<file path="config.mk">
export PLATFORM = sky130hd
export DESIGN_NAME = lut_sweep
export DESIGN_NICKNAME = d
export VERILOG_FILES = /design/src/rtl/lut_sweep_pkg.sv /design/src/rtl/lut_sweep_fsm.sv /design/src/rtl/lut_sweep.sv
export SDC_FILE = /design/constraint.sdc
export NUM_CORES = 1
export LEC_CHECK = 0
export ABC_AREA = 1
export CAP_MARGIN = 10
export CORE_UTILIZATION = 40
export DETAILED_ROUTE_END_ITERATION = 10
export PLACE_DENSITY = 0.63
export SETUP_SLACK_MARGIN = 0.3
export SLEW_MARGIN = 20
export SYNTH_ARGS = -nofsm -noshare
export SYNTH_HDL_FRONTEND = slang
export SYNTH_HIERARCHICAL = 1
export SYNTH_SLANG_ARGS = --single-unit
</file>
<file path="constraint.sdc">
create_clock -name clk -period 3.05 [get_ports clk]
set_input_delay 0.61 -clock clk [delete_from_list [all_inputs] [get_ports clk]]
set_output_delay 0.61 -clock clk [all_outputs]
set_load 0.02 [all_outputs]
</file>
<file path="src/rtl/lut_sweep_pkg.sv">
// Shared types and width helpers for the truth-table evaluator and its sweep engine.
package lut_sweep_pkg;

    typedef enum logic [1:0] {
        IDLE = 2'd0,
        RUN  = 2'd1,
        DONE = 2'd2
    } sweep_state_e;

    function automatic int unsigned depth_of(input int unsigned n_in);
        return 32'd1 << n_in;
    endfunction

    // One extra bit so an all-ones table counts to DEPTH without wrapping.
    function automatic int unsigned ones_w(input int unsigned n_in);
        return n_in + 32'd1;
    endfunction

endpackage

</file>
<file path="src/rtl/lut_sweep_fsm.sv">
// Sweep sequencer: walks idx over every truth-table entry and flags busy/done.
module lut_sweep_fsm
    import lut_sweep_pkg::*;
#(
    parameter int unsigned N_IN = 4
) (
    input  logic            clk,
    input  logic            rst_n,
    input  logic            sweep_start,
    output logic            run_en,
    output logic            clr,
    output logic [N_IN-1:0] idx,
    output logic            sweep_busy,
    output logic            sweep_done
);

    localparam logic [N_IN-1:0] LAST = '1;

    sweep_state_e    state_q, state_d;
    logic [N_IN-1:0] idx_q, idx_d;
    logic            busy_q, busy_d;
    logic            done_q, done_d;

    always_comb begin
        state_d = state_q;
        idx_d   = idx_q;
        busy_d  = busy_q;
        done_d  = 1'b0;
        unique case (state_q)
            IDLE: begin
                if (sweep_start) begin
                    state_d = RUN;
                    idx_d   = '0;
                    busy_d  = 1'b1;
                end
            end
            RUN: begin
                idx_d = idx_q + 1'b1;
                if (idx_q == LAST) begin
                    state_d = DONE;
                    busy_d  = 1'b0;
                    done_d  = 1'b1;
                end
            end
            DONE: state_d = IDLE;
            default: begin
                state_d = IDLE;
                busy_d  = 1'b0;
            end
        endcase
    end

    always_ff @(posedge clk) begin
        if (!rst_n) begin
            state_q <= IDLE;
            idx_q   <= '0;
            busy_q  <= 1'b0;
            done_q  <= 1'b0;
        end else begin
            state_q <= state_d;
            idx_q   <= idx_d;
            busy_q  <= busy_d;
            done_q  <= done_d;
        end
    end

    assign run_en     = (state_q == RUN);
    assign clr        = (state_q == IDLE) && sweep_start;
    assign idx        = idx_q;
    assign sweep_busy = busy_q;
    assign sweep_done = done_q;

endmodule

</file>
<file path="src/rtl/lut_sweep.sv">
// Loadable N-input truth table with a 1-cycle evaluation pipe and an exhaustive readback sweep.
module lut_sweep
    import lut_sweep_pkg::*;
#(
    parameter int unsigned                N_IN = 4,
    parameter logic [depth_of(N_IN)-1:0]  INIT = 16'hAC3C
) (
    input  logic                        clk,
    input  logic                        rst_n,
    input  logic                        cfg_we,
    input  logic [depth_of(N_IN)-1:0]   cfg_data,
    input  logic                        in_vld,
    input  logic [N_IN-1:0]             in_data,
    output logic                        out_vld,
    output logic                        out_bit,
    input  logic                        sweep_start,
    output logic                        sweep_busy,
    output logic                        sweep_done,
    output logic [depth_of(N_IN)-1:0]   sweep_img,
    output logic [ones_w(N_IN)-1:0]     sweep_ones
);

    localparam int unsigned DEPTH = depth_of(N_IN);
    localparam int unsigned OW    = ones_w(N_IN);

    logic             run_en;
    logic             clr;
    logic [N_IN-1:0]  idx;

    logic [DEPTH-1:0] table_q, table_d;
    logic             out_vld_q, out_vld_d;
    logic             out_bit_q, out_bit_d;
    logic [DEPTH-1:0] img_q, img_d;
    logic [OW-1:0]    ones_q, ones_d;

    lut_sweep_fsm #(
        .N_IN (N_IN)
    ) u_fsm (
        .clk         (clk),
        .rst_n       (rst_n),
        .sweep_start (sweep_start),
        .run_en      (run_en),
        .clr         (clr),
        .idx         (idx),
        .sweep_busy  (sweep_busy),
        .sweep_done  (sweep_done)
    );

    // Evaluation reads table_q, so a same-edge load only affects later requests.
    always_comb begin
        table_d   = table_q;
        out_vld_d = in_vld;
        out_bit_d = out_bit_q;
        img_d     = img_q;
        ones_d    = ones_q;

        if (cfg_we && !run_en) begin
            table_d = cfg_data;
        end
        if (in_vld) begin
            out_bit_d = table_q[in_data];
        end
        if (clr) begin
            img_d  = '0;
            ones_d = '0;
        end else if (run_en) begin
            img_d[idx] = table_q[idx];
            ones_d     = ones_q + {{(OW-1){1'b0}}, table_q[idx]};
        end
    end

    always_ff @(posedge clk) begin
        if (!rst_n) begin
            table_q   <= INIT;
            out_vld_q <= 1'b0;
            out_bit_q <= 1'b0;
            img_q     <= '0;
            ones_q    <= '0;
        end else begin
            table_q   <= table_d;
            out_vld_q <= out_vld_d;
            out_bit_q <= out_bit_d;
            img_q     <= img_d;
            ones_q    <= ones_d;
        end
    end

    assign out_vld    = out_vld_q;
    assign out_bit    = out_bit_q;
    assign sweep_img  = img_q;
    assign sweep_ones = ones_q;

endmodule
</file>
---- Yosys cells after proc, flatten, opt, wreduce, memory -nomap -nowiden ----
Cells that the tools add are included.
cells by class
  $add $sub $neg .......................... 2
  magnitude comparators ................... 3
  equality and inequality tests ........... 5
  muxes and demuxes ....................... 16
  bitwise logic cells ..................... 2
  reductions and logical operators ........ 11
operators with widths
  operator               number
  $bwmux W16             1
  $lt A4 B5 Y1 const B   2
  $bmux W1 S4            2
  $pmux W4 S2            1
  $mux W1                6
  $reduce_and A2 Y1      3
  $add A5 B1 Y5          1
  $add A4 B1 Y4 const B  1
  $demux W1 S4           1
  $eq A4 B4 Y1 const B   1
  $ge A4 B1 Y1 const B   1
  $mux W2                2
  $mux W4                1
  $pmux W2 S2            1
  $logic_and A1 B1 Y1    3
  $pmux W1 S3            1
  $reduce_and A3 Y1      1
  $eq A2 B1 Y1 const B   1
  $eq A2 B2 Y1 const B   1
  $logic_not A2 Y1       1
  $ne A2 B1 Y1 const B   1
  $ne A2 B2 Y1 const B   1
  $not A1 Y1             2
  $reduce_bool A2 Y1     1
  other kinds (2)        2
storage, ports and cells
  flip-flop bits (word level) ............. 47
  input bits .............................. 25
  output and inout bits ................... 25

---- Longest topological paths before layout ----
  word-level depth ........................ 5
  depth in mapped cells ................... 16
  mapped depth without buffers ............ 15

---- Cells and area by module ----
The synthesis kept the hierarchy.
by module, submodules not included
  module         instances  cells an instance  area each (um^2)  seq. area each (um^2)
  lut_sweep      1          272                1853.0            780.7
  lut_sweep_fsm  1          46                 347.8             160.2

---- Least setup slack after synthesis ----
OpenSTA, ideal clock, no wires.
  path kind ............................... reg2reg
  from .................................... reg u_fsm.idx_q[0] (netlist: u_fsm/idx[0])
  to ...................................... reg ones_q[4] (netlist: sweep_ones[4])
  setup time .............................. 0.129 ns
  arrival ................................. 1.864 ns
  required time ........................... 2.921 ns
  path slack .............................. 1.057 ns
  cell stages (with the launch flop) ...... 17
  clock period less this slack ............ 1.993 ns
  cell sequence ........................... dfxtp_1 -> inv_2 -> nand2_1 -> nand2_1 -> nand2_1 -> nand2_1 -> nand2_1 -> nand2_2 -> nor2_4 -> buf_12 -> inv_2 -> ha_1 -> ha_1 -> nand3_1 -> nor2_1 -> o21ai_0 -> a21oi_1
between the ends
  word-level cells in the longest chain between the ends .. 3
RTL lines
  item                           RTL line             text
  start, declared                lut_sweep_fsm.sv:20  logic [N_IN-1:0] idx_q, idx_d;
  start signal, assigned         lut_sweep_fsm.sv:61  idx_q <= idx_d;
  $bmux W1 S4                    lut_sweep.sv:68      ones_d = ones_q + {{(OW-1){1'b0}}, table_q[idx]};
  $mux W1 (not written as such)  lut_sweep.sv:68
  $add A5 B1 Y5                  lut_sweep.sv:68
  end signal, assigned           lut_sweep.sv:84      ones_q <= ones_d;
  end, declared                  lut_sweep.sv:34      logic [OW-1:0] ones_q, ones_d;
No other way between the ends. The select of a mux whose other input is x is not followed.
A chain may end at the register's enable or synchronous reset.

---- Final worst setup path ----
Same ends and word-level chain as after synthesis.

==> flow_summary_export.csv <==
group,metric,value,unit
timing,finalMaxSlewViolations,0,
route,firstDrtPassIters,4,
finish,final-seq-area,941,um2
die,core,5200,um2
place,dp_hpwl,3.53,mm
timing,fin_skew,0.0128,ns
outcome,status,"finished clean",
critical_path,cp-start-kind,"register",
finish,drive_above_1_share,0.0926,
die,die_y,76.2,um
clocking,cts.htree.levels,2,
timing,final.setup.tns,0,ns
worst_hold_path,hold_class,"register to register",
yosys,synth_seq_cells,47,
yosys,synth_top_area_frac,0.428,
finish,multi_input_area,1100,um2
power_and_ir_drop,power,1.33,mW
place,routabilityCongestion,0.842,
grt,grt-ovfl-total,0,
grt,grt_pass1_vias,1899,
timing,hold_viol_final,0,
critical_path,path_max_fanout,15,
place,place_area,2720,um2
finish,n_antenna_cell,0,
timing,fin_ws,0.801,ns
route,drt-initial-drc-count,121,
yosys,yosys-top-cells-area,"dfxtp_1 43%, nand2_1 16%, nor2_1 7.8%, nand3_1 6.6%, o21ai_0 6.6%",
timing,setup_violations,0,
route,drtAntennaViolNets,0,
yosys,yosysTopAreaCell,"dfxtp_1",
critical_path,cp-end-kind,"register",
yosys,ys_types,22,
clocking,clock_latency,0.31,ns
route,wl_met3,208,um
route,wl_met2,2.18,mm
yosys,avgSynthCellArea,6.92,um2
yosys,ys_warn_count,6,
die,placementRows,26,
critical_path,worstPathCellList,"inv_2, nand2_1, nand2_1, nand2_1, nand2_1, nand2_1, nand2_2, nor2_4, inv_2, ha_1, ha_1, nand3_1, nor2_1, o21ai_0, a21oi_1",
critical_path,path_class,"register to register",
critical_path,crit_family,"flip-flops",
route,vias_per_cell,4.78,
clocking,cts_buffers,5,
finish,n_fill_cell,545,
route,via_count,2089,
grt,grt_pass1_wl,8.38,mm
clocking,cts.sink_count,47,
run,maxCapViolCount,0,
yosys,synthesis.nets,346,
timing,worst_pin_slew,0.642,ns
die,die_w,76.2,um
grt,grt_max_degree,26,
timing,rsz0062_at_grt,"false",
clocking,post_cts_buffers,0,
critical_path,required,3.26,ns
route,drt-total-wl,4.86,mm
critical_path,cpPeakStageDelay,0.68,ns
yosys,yosysSeqAreaShare,0.428,
clocking,cts-hold-fix-buffers,0,
clocking,cts_resized,0,
finish,final_nets,394,
finish,area_growth,29.1,%
critical_path,critPathArrivalTime,2.46,ns
die,ioPinCount,50,
grt,grt_usage,0.179,
yosys,syn_inst,318,
place,port_buffers,49,
clocking,cts.path.max_buffers,2,
die,dieArea,5800,um2
timing,max_freq,0.445,GHz
route,wl_met1,2.41,mm
power_and_ir_drop,pwr_density_cell,467,nW/um2
timing,min_period,2.25,ns
power_and_ir_drop,leakagePower,1.21,nW
yosys,synth_area,2200,um2
timing,max_slew_margin,0.572,
place,preCtsSetupSlack,0.503,ns
critical_path,r2r_cells,15,
critical_path,cp_num_buf_inv,2,
finish,fin_util,0.546,
route,drc,0,
clocking,cts_tree,"yes",
timing,finalCritPeriodShare,0.737,
power_and_ir_drop,ir_drop,0.000255,V
critical_path,path_common_cell,"nand2_1",
route,avgRoutedWirePerCell,11.1,um
grt,antenna_found_initial,0,
clocking,path_clk_slew,0.10,ns
route,highest_layer,"met4",
critical_path,slowest_stage,"dfxtp_1",
die,start_util,0.423,
critical_path,path_depth,15,
finish,final_area,2840,um2
clocking,cts_root_buf,"clkbuf_8",
worst_hold_path,hold_depth,1,
report_power, final:
| group | switching [mW] | internal, mW |
|---|---|---|
| sequential | 0.0251 | 0.639 |
| clock | 0.222 | 0.248 |
| combinational | 0.110 | 0.0829 |
layout make-up:
cell class | count | area share
clock buffer | 5 | 0.0242
clock inverter | 3 | 0.0167
inverter | 23 | 0.0322
multi-input combinational | 238 | 0.387
sequential | 47 | 0.331
tap | 70 | 0.0308
timing repair buffer | 51 | 0.178
path summary, 6_finish.rpt:
path                                     from            end  slack (ns)
worst max register to register   u_fsm/idx[0]  sweep_ones[4]        0.80
worst min-delay path            sweep_ones[4]  sweep_ones[4]        0.45
worst min register to register  sweep_ones[4]  sweep_ones[4]        0.45
worst max-delay path             u_fsm/idx[0]  sweep_ones[4]        0.80
per-stage QoR:
| stage | instances | hold slack, ns |
|---|---|---|
| global placement | 429 | 0.440 |
| floorplan | 318 | 0.463 |
| detailed placement | 429 | 0.447 |
| CTS | 437 | 0.463 |
| finish | 437 | 0.454 |
| global route | 437 | 0.513 |
flip-flops by register name (all words and copies together) (netlist names):
signal	count
out_bit	1
u_fsm/sweep_done	1
u_fsm/sweep_busy	1
sweep_img	16
out_vld	1
u_fsm/idx	4
table_q	16
sweep_ones	5
u_fsm/state_q	2
Yosys cell counts, drive strengths merged:
cell and instances:
a21boi 2, a21oi 23, buf 6, clkbuf 4
clkinv 1, dfxtp 47, ha 3, inv 22
nand2 102, nand3 29, nand4 1, nor2 48
o21ai 30
cell usage in the layout (no fill, tap or decap), drive strengths merged, types with 2 or more instances in the layout:
cell type,netlist,routed
a21boi,2,2
clkbuf,4,5
dfxtp,47,47
a21oi,23,23
clkinv,1,2
inv,22,23
nor2,48,48
buf,6,2
nand3,29,29
ha,3,3
clkdlybuf4s50,0,49
nand2,102,102
o21ai,30,30
cells by family after synthesis:
kind of cell,Yosys count,synth area share
simple gates,180,0.338
compound gates,55,0.143
fa+ha+maj,3,0.0171
flops,47,0.428
buf+inv,33,0.0745
metal layers:
metal	GRT usage	vias to the layer above
li1	-	1110
met1	0.239	922
met2	0.285	52
met3	0.0251	5
met4	0.0846	0
met5	0	-
Note: power is estimated with default switching activity, not from simulation.
